$ cat src/rtl/pipe_pkg.sv
// pipe_pkg: shared state encoding and counter helpers for pipeline stage blocks
package pipe_pkg;
    typedef enum logic [1:0] {EMPTY, ONE, FULL} pipe_state_e;
    function automatic logic [63:0] PIPE_CNT_MAX(input int unsigned w);
        return (w >= 64) ? '1 : ((64'd1 << w) - 64'd1);
    endfunction
endpackage

$ cat src/rtl/pipe_sat_counter.sv
// pipe_sat_counter: saturating event counter with synchronous clear
module pipe_sat_counter
    import pipe_pkg::*;
#(
    parameter int unsigned CNT_W = 16
) (
    input  logic             clk,
    input  logic             rst_n,
    input  logic             inc,
    input  logic             clr,
    output logic [CNT_W-1:0] cnt
);
    localparam logic [CNT_W-1:0] CNT_MAX = CNT_W'(PIPE_CNT_MAX(CNT_W));
    logic [CNT_W-1:0] cnt_d, cnt_q;
    always_comb cnt_d = clr ? '0 : (inc && cnt_q != CNT_MAX) ? cnt_q + CNT_W'(1) : cnt_q;
    always_ff @(posedge clk or negedge rst_n) begin
        if (!rst_n) cnt_q <= '0;
        else        cnt_q <= cnt_d;
    end
    assign cnt = cnt_q;
endmodule

$ cat src/rtl/pipe_stage_reg.sv
// pipe_stage_reg: valid/ready pipeline register with optional skid entry, flush and stall counter
module pipe_stage_reg
    import pipe_pkg::*;
#(
    parameter int unsigned DATA_W         = 32,
    parameter bit          SKID           = 1'b1,
    parameter bit          CLEAR_ON_FLUSH = 1'b1,
    parameter int unsigned CNT_W          = 16
) (
    input  logic              clk,
    input  logic              rst_n,
    input  logic              flush,
    input  logic              in_valid,
    output logic              in_ready,
    input  logic [DATA_W-1:0] in_data,
    output logic              out_valid,
    input  logic              out_ready,
    output logic [DATA_W-1:0] out_data,
    output logic [CNT_W-1:0]  stall_cnt,
    input  logic              cnt_clr
);
    pipe_state_e       state_d, state_q;
    logic [DATA_W-1:0] main_d, main_q, skid_d, skid_q;
    logic              ready_d, ready_q;
    logic              accept, drain;
    assign out_valid = (state_q != EMPTY);
    assign out_data  = main_q;
    assign accept    = in_valid & in_ready;
    assign drain     = out_valid & out_ready;
    // ready_q doubles as the "out of reset" flag that holds in_ready low during reset
    generate
        if (SKID) begin : g_skid
            assign ready_d  = (state_d != FULL);
            assign in_ready = ready_q;
        end else begin : g_noskid
            assign ready_d  = 1'b1;
            assign in_ready = ready_q & (~out_valid | out_ready);
        end
    endgenerate
    always_comb begin
        state_d = state_q;
        main_d  = main_q;
        skid_d  = skid_q;
        if (flush) begin
            state_d = EMPTY;
            if (CLEAR_ON_FLUSH) begin
                main_d = '0;
                skid_d = '0;
            end
        end else begin
            case (state_q)
                EMPTY: if (accept) begin
                    state_d = ONE;
                    main_d  = in_data;
                end
                ONE: if (accept && drain) begin
                    main_d = in_data;
                end else if (accept) begin
                    state_d = FULL;
                    skid_d  = in_data;
                end else if (drain) begin
                    state_d = EMPTY;
                end
                FULL: if (drain) begin
                    state_d = ONE;
                    main_d  = skid_q;
                end
                default: state_d = EMPTY;
            endcase
        end
    end
    always_ff @(posedge clk or negedge rst_n) begin
        if (!rst_n) begin
            state_q <= EMPTY;
            main_q  <= '0;
            skid_q  <= '0;
            ready_q <= 1'b0;
        end else begin
            state_q <= state_d;
            main_q  <= main_d;
            skid_q  <= skid_d;
            ready_q <= ready_d;
        end
    end
    pipe_sat_counter #(.CNT_W(CNT_W)) u_stall_cnt (
        .clk   (clk),
        .rst_n (rst_n),
        .inc   (out_valid & ~out_ready),
        .clr   (cnt_clr),
        .cnt   (stall_cnt)
    );
endmodule

$ cat config.mk
export PLATFORM = sky130hd
export DESIGN_NAME = pipe_stage_reg
export DESIGN_NICKNAME = d
export VERILOG_FILES = /design/src/rtl/pipe_pkg.sv /design/src/rtl/pipe_sat_counter.sv /design/src/rtl/pipe_stage_reg.sv
export SDC_FILE = /design/constraint.sdc
export NUM_CORES = 1
export LEC_CHECK = 0
export CAP_MARGIN = 20
export CORE_MARGIN = 4
export CORE_UTILIZATION = 46
export DETAILED_ROUTE_END_ITERATION = 8
export GPL_TIMING_DRIVEN = 1
export HOLD_SLACK_MARGIN = 0.06
export PLACE_DENSITY = 0.77
export REMOVE_ABC_BUFFERS = 1
export SYNTH_ARGS = -nofsm -noshare
export SYNTH_HDL_FRONTEND = slang
export SYNTH_SLANG_ARGS = --single-unit
export TNS_END_PERCENT = 5
$ cat constraint.sdc
create_clock -name clk -period 1.89 [get_ports clk]
set_clock_uncertainty 0.2 [all_clocks]
set_input_delay 0.189 -clock clk [delete_from_list [all_inputs] [get_ports clk]]
set_output_delay 0.189 -clock clk [all_outputs]
set_load 0.01 [all_outputs]
**Word-level counts from Yosys, hierarchy flattened**

Cells that the tools add are included.

- Output and inout bits: 50
- Input bits: 38
- Register bits: 83

- Muxes and demuxes: 17
- Reductions and logical operators: 10
- Bitwise gates (word level): 4
- Add/sub/neg operators: 1
- Equality and inequality tests: 8

Operators by type and width:

| cell | number |
|---|---|
| $mux 32 | 7 |
| $pmux 32 s3 | 1 |
| $mux 16 | 2 |
| $add 16x1->16 const B | 1 |
| $ne 16x16->1 const B | 1 |
| $mux 2 | 6 |
| $ne 3x3->1 const B | 3 |
| $reduce_bool 2->1 | 4 |
| $pmux 2 s3 | 1 |
| $ne 2x2->1 const B | 2 |
| $reduce_and 4->1 | 1 |
| $reduce_bool 4->1 | 1 |
| $and 1x1->1 | 3 |
| $reduce_and 3->1 | 1 |
| $eq 2x1->1 const B | 1 |
| $eq 2x2->1 const B | 1 |
| $logic_and 1x1->1 | 2 |
| $logic_not 2->1 | 1 |
| $not 1->1 | 1 |

**Depth between registers and ports, before layout**

- Word-level depth: 8
- Mapped depth: 7
- Mapped depth without buffers: 5

**Cells and area by module**

A second synthesis with hierarchy kept.

- Cell total of the unflattened synthesis: 331
- Area, all modules: 3,973.8 um^2

By module, submodules not included:

| module | area an instance (um^2) | cells an instance | times used |
|---|---|---|---|
| pipe_stage_reg | 3,031.7 | 233 | 1 |
| pipe_sat_counter | 942.2 | 98 | 1 |

**Worst setup path before layout**

OpenSTA, ideal clock, no wires.

- Path type: reg-to-reg
- Start: register u_stall_cnt.cnt_q[0], in the netlist u_stall_cnt.cnt[0]
- End: register u_stall_cnt.cnt_q[10], in the netlist u_stall_cnt.cnt[10]
- Cell stages (with the launch flop): 7
- Period minus slack after synthesis: 2,097 ps
- Data arrival time: 1,819 ps
- Buffers on the path: 1
- Path slack: -207 ps
- Cells stage by stage: dfrtp_1 ha_1 nand4_1 or3_1 buf_2 or4_1 a21oi_1

- Longest elaborated chain between the ends: 3

Ends and longest elaborated chain:

| element | RTL line | source |
|---|---|---|
| from (decl) | pipe_sat_counter.sv:14 | `logic [CNT_W-1:0] cnt_d, cnt_q;` |
| from (signal assigned) | pipe_sat_counter.sv:18 | `else cnt_q <= cnt_d;` |
| $add 16x1->16 or $ne 16x16->1 (tied branches) | pipe_sat_counter.sv:15 | `always_comb cnt_d = clr ? '0 : (inc && cnt_q != CNT_MAX) ? cnt_q + CNT_W'(1) : cnt_q;` |
| $mux 16 or $logic_and 1x1->1 (tied branches) | pipe_sat_counter.sv:15 |  |
| $mux 16 or $reduce_bool 2->1 (tied branches) | n/a |  |

Several ways; a longest one is shown, not always the timed one. The select of a mux whose other input is x is not followed.
A chain may end at the register's enable or synchronous reset.

**Worst setup path after layout**

- Start: register u_stall_cnt.cnt_q[0], in the netlist u_stall_cnt.cnt[0]
- End: register u_stall_cnt.cnt_q[12], in the netlist u_stall_cnt.cnt[12]

Same word-level chain as after synthesis.

==> key figures <==
Run status
  • Status: finished with violations
  • Violated checks: negative setup slack

Run
  • Max cap viols: 0

Clock tree
  • Clock Pin Slew Worst Setup and Hold Paths: 100 ps
  • CTS Buf Count: 9
  • Clk_lat worst skew: ~350 ps
  • Clk buf depth: 2
  • Clock Sink Count: 83
  • TritonCTS clock tree: built
  • H-tree Lvls: 3
  • CTS Root Cell: clkbuf_8

Global routing
  • GRT overflow: 0
  • Vias in the first global route: 3634
  • Initial antenna violation count: 0
  • GRT Overall Usage: 0.216
  • Largest net degree at the start of global routing: 57
  • Global-route wire length before repair: 17.5 mm

STA
  • Final Cycle Share: 1.03
  • Setup_tns: -449 ps
  • Max Clk Rate: 514 MHz
  • Relative slew margins: 0.631
  • Crit path time final: about 1900 ps
  • Hold Worst Slack: 98.4 ps
  • Endpoints failing hold: 0
  • Final setup fails: 12
  • Final count of pins violating max slew: 0
  • Unrepaired setup endpoints after global routing: true
  • Slew @ Worst Pin: ~550 ps
  • Setup ws final: -55.7 ps

Logic synthesis
  • Top cells by area, synth: dfrtp_1, mux2i_1, nand2_1
  • Register area share after synthesis: 0.519
  • Async S/R FF share, synth: 1.00
  • Post-synth EDFFs: 0
  • Yosys top cell by area: dfrtp_1
  • Syn. warnings: 0
  • Most frequently used flop master after synthesis: dfrtp_1
  • Gate Count Post-Synth: 402
  • Cell Area, Synth: 4000 um2
  • Synth cell types: 38
  • Area share of the largest cell type after synthesis: 0.519
  • Synthesized area per cell: roughly 10 um2
  • Flops & latches, synth: 83

Setup path
  • Critical Path End Type: flop
  • Reg-to-reg slack, setup: -60 ps
  • Crit Path Class: flop to flop
  • CP Launch Type: flop
  • RR Endpoint: u_stall_cnt.cnt[12]
  • CP Max Fanout: 6
  • RR Startpoint: u_stall_cnt.cnt[0]
  • CP Launch Point: u_stall_cnt.cnt[0]
  • WP data required: 1970 ps
  • CP Data Arrival Time: 2020 ps
  • Worst Reg-to-Reg Cells: 5

Die
  • Num ports: 88
  • Die area: between 10000 and 15000 um2
  • Die H: 101 um
  • Initial Utilization: 0.480
  • Site Rows: 33
  • Die width: approximately 100 um
  • Core Area: between 8000 and 9000 um2

Cells and area
  • Layout cell share with drive strength beyond 1: 0.198
  • ANT cells: 0
  • Area Overhead vs Synth: 41.0%
  • Final Cell Area: about 5600 um2
  • Nets: 553

Routing
  • Initial DRC count: between 150 and 200
  • Routed wire length: roughly 11 mm
  • WL/cell: 17.0 um
  • Pre-antenna DRT Iters: 5
  • Drt via density: 5.75
  • Remaining antenna violation count: 0
  • DRC viols: 0
  • Via count: 3588

Power
  • Pwr/cell area: 723 nW/um2
  • Maximum vdd ir drop: 589 uV
  • Leakage: 2.48 nW

Place
  • Area after DPL: 5290 um2
  • Estimated wirelength of the detail-placed design: ~7 mm
  • Final Wtd Congestion: roughly 0.8
  • Port Buffers: 87

Worst hold path
  • Type of the worst min-delay path: input port to async pin
power by group:
group / switching, mW / internal, mW
registers: 0.0591 / 1.87
logic: 0.366 / 0.372
clock network: 0.662 / 0.753
total: 1.09 / 2.99
cell families after synthesis:
| logic type | count (synthesis) | share of synthesized area |
|---|---|---|
| AO/OA/AOI/OAI | 94 | 0.161 |
| XOR/XNOR | 1 | 0.00219 |
| adder cells (fa/ha/maj) | 1 | 0.00313 |
| buffers and inverters | 37 | 0.0422 |
| flip-flops | 83 | 0.519 |
| multiplexers | 35 | 0.0885 |
| AND/OR/NAND/NOR | 151 | 0.183 |
per-layer routing:
metal | wire length, um | vias up | share of wire | global-route usage
li1 | - | 1670 | - | -
met4 | 242 | 0 | 0.023 | 0.0890
met1 | 4380 | 1792 | 0.41 | 0.272
met2 | 5400 | 105 | 0.51 | 0.363
met5 | 0 | - | 0 | 0
met3 | 557 | 21 | 0.053 | 0.0434
worst max-delay path, cell delays in order, from the launching register on:
cell and delay (ps):
dfrtp_1 360, ha_2 180, nand4_1 130, or3_4 400
or4_1 470, a21oi_1 130
worst max path at each step:
stage / endpoint / slack, ps
6_report: u_stall_cnt.cnt[12] / -60
2_1_floorplan: out_data[0] / -1310
4_1_cts: u_stall_cnt.cnt[13] / -50
3_5_place_dp: u_stall_cnt.cnt[13] / -340
3_3_place_gp: u_stall_cnt.cnt[13] / -280
5_1_grt: u_stall_cnt.cnt[9] / -160
layout by cell type (no fill, tap or decap), types with 2 or more instances in the layout:
| cell type | n |
|---|---|
| mux2i_1 | 32 |
| nor2b_1 | 3 |
| or2_2 | 2 |
| or4_1 | 9 |
| buf_12 | 7 |
| inv_1 | 3 |
| mux2_4 | 2 |
| a21oi_1 | 39 |
| nor4_4 | 3 |
| nor2_1 | 5 |
| clkinv_4 | 3 |
| nand2_1 | 71 |
| a211oi_2 | 11 |
| buf_4 | 39 |
| nand3_1 | 4 |
| clkdlybuf4s50_1 | 84 |
| bufinv_16 | 2 |
| a21oi_2 | 6 |
| clkbuf_8 | 9 |
| dfrtp_1 | 82 |
| a211oi_1 | 21 |
| nor3_1 | 32 |
| o31ai_1 | 8 |
| nand4_1 | 6 |
| or3_1 | 2 |
| o21ai_0 | 3 |
| buf_6 | 2 |
final cells by class:
class | instances | area [um2]
fill | 620 | 2700
sequential | 83 | 2080
inverter | 3 | 11.3
tap | 105 | 131
timing repair buffer | 135 | 1320
clock inverter | 7 | 100
clock buffer | 9 | 124
multi-input combinational | 282 | 1880
stage by stage:
| step | std cells | setup WS [ps] | utilization | power (mW) |
|---|---|---|---|---|
| 2_1_floorplan | 368 | -1310 | - | 2.23 |
| 3_3_place_gp | 606 | -281 | 0.634 | 2.68 |
| 3_5_place_dp | 606 | -338 | 0.634 | 2.69 |
| 4_1_cts | 624 | -53.2 | 0.673 | 4.11 |
| 5_1_grt | 624 | -156 | 0.676 | 4.25 |
| 6_report | 624 | -55.7 | 0.676 | 4.08 |
sequential cells by signal (all words and copies together), names as in the netlist:
name	flops
in_ready	1
out_data	32
skid_q	32
state_q	2
u_stall_cnt.cnt	16
synthesized netlist by cell type, drive strengths merged, types with 2 or more instances:
cell and number:
o21ai 4, nand4 6, clkbuf 24, nor3 32
buf 10, dfrtp 83, nor2 6, mux2i 32
a211oi 32, mux2 3, nor2b 3, o31ai 8
nor4 3, a21oi 46, nand2 71, nand3 5
inv 3, or2 4, or4 10, or2b 2
or3 3
repair_timing:
item,CTS,global route
setup buffers,1,0
endpoints found under the hold margin,83,0
setup endpoints to repair,12,34
gates resized for setup,17,10
pin swaps,16,2
hold buffers,1,0
No activity file was read; power rests on OpenSTA's default activity.
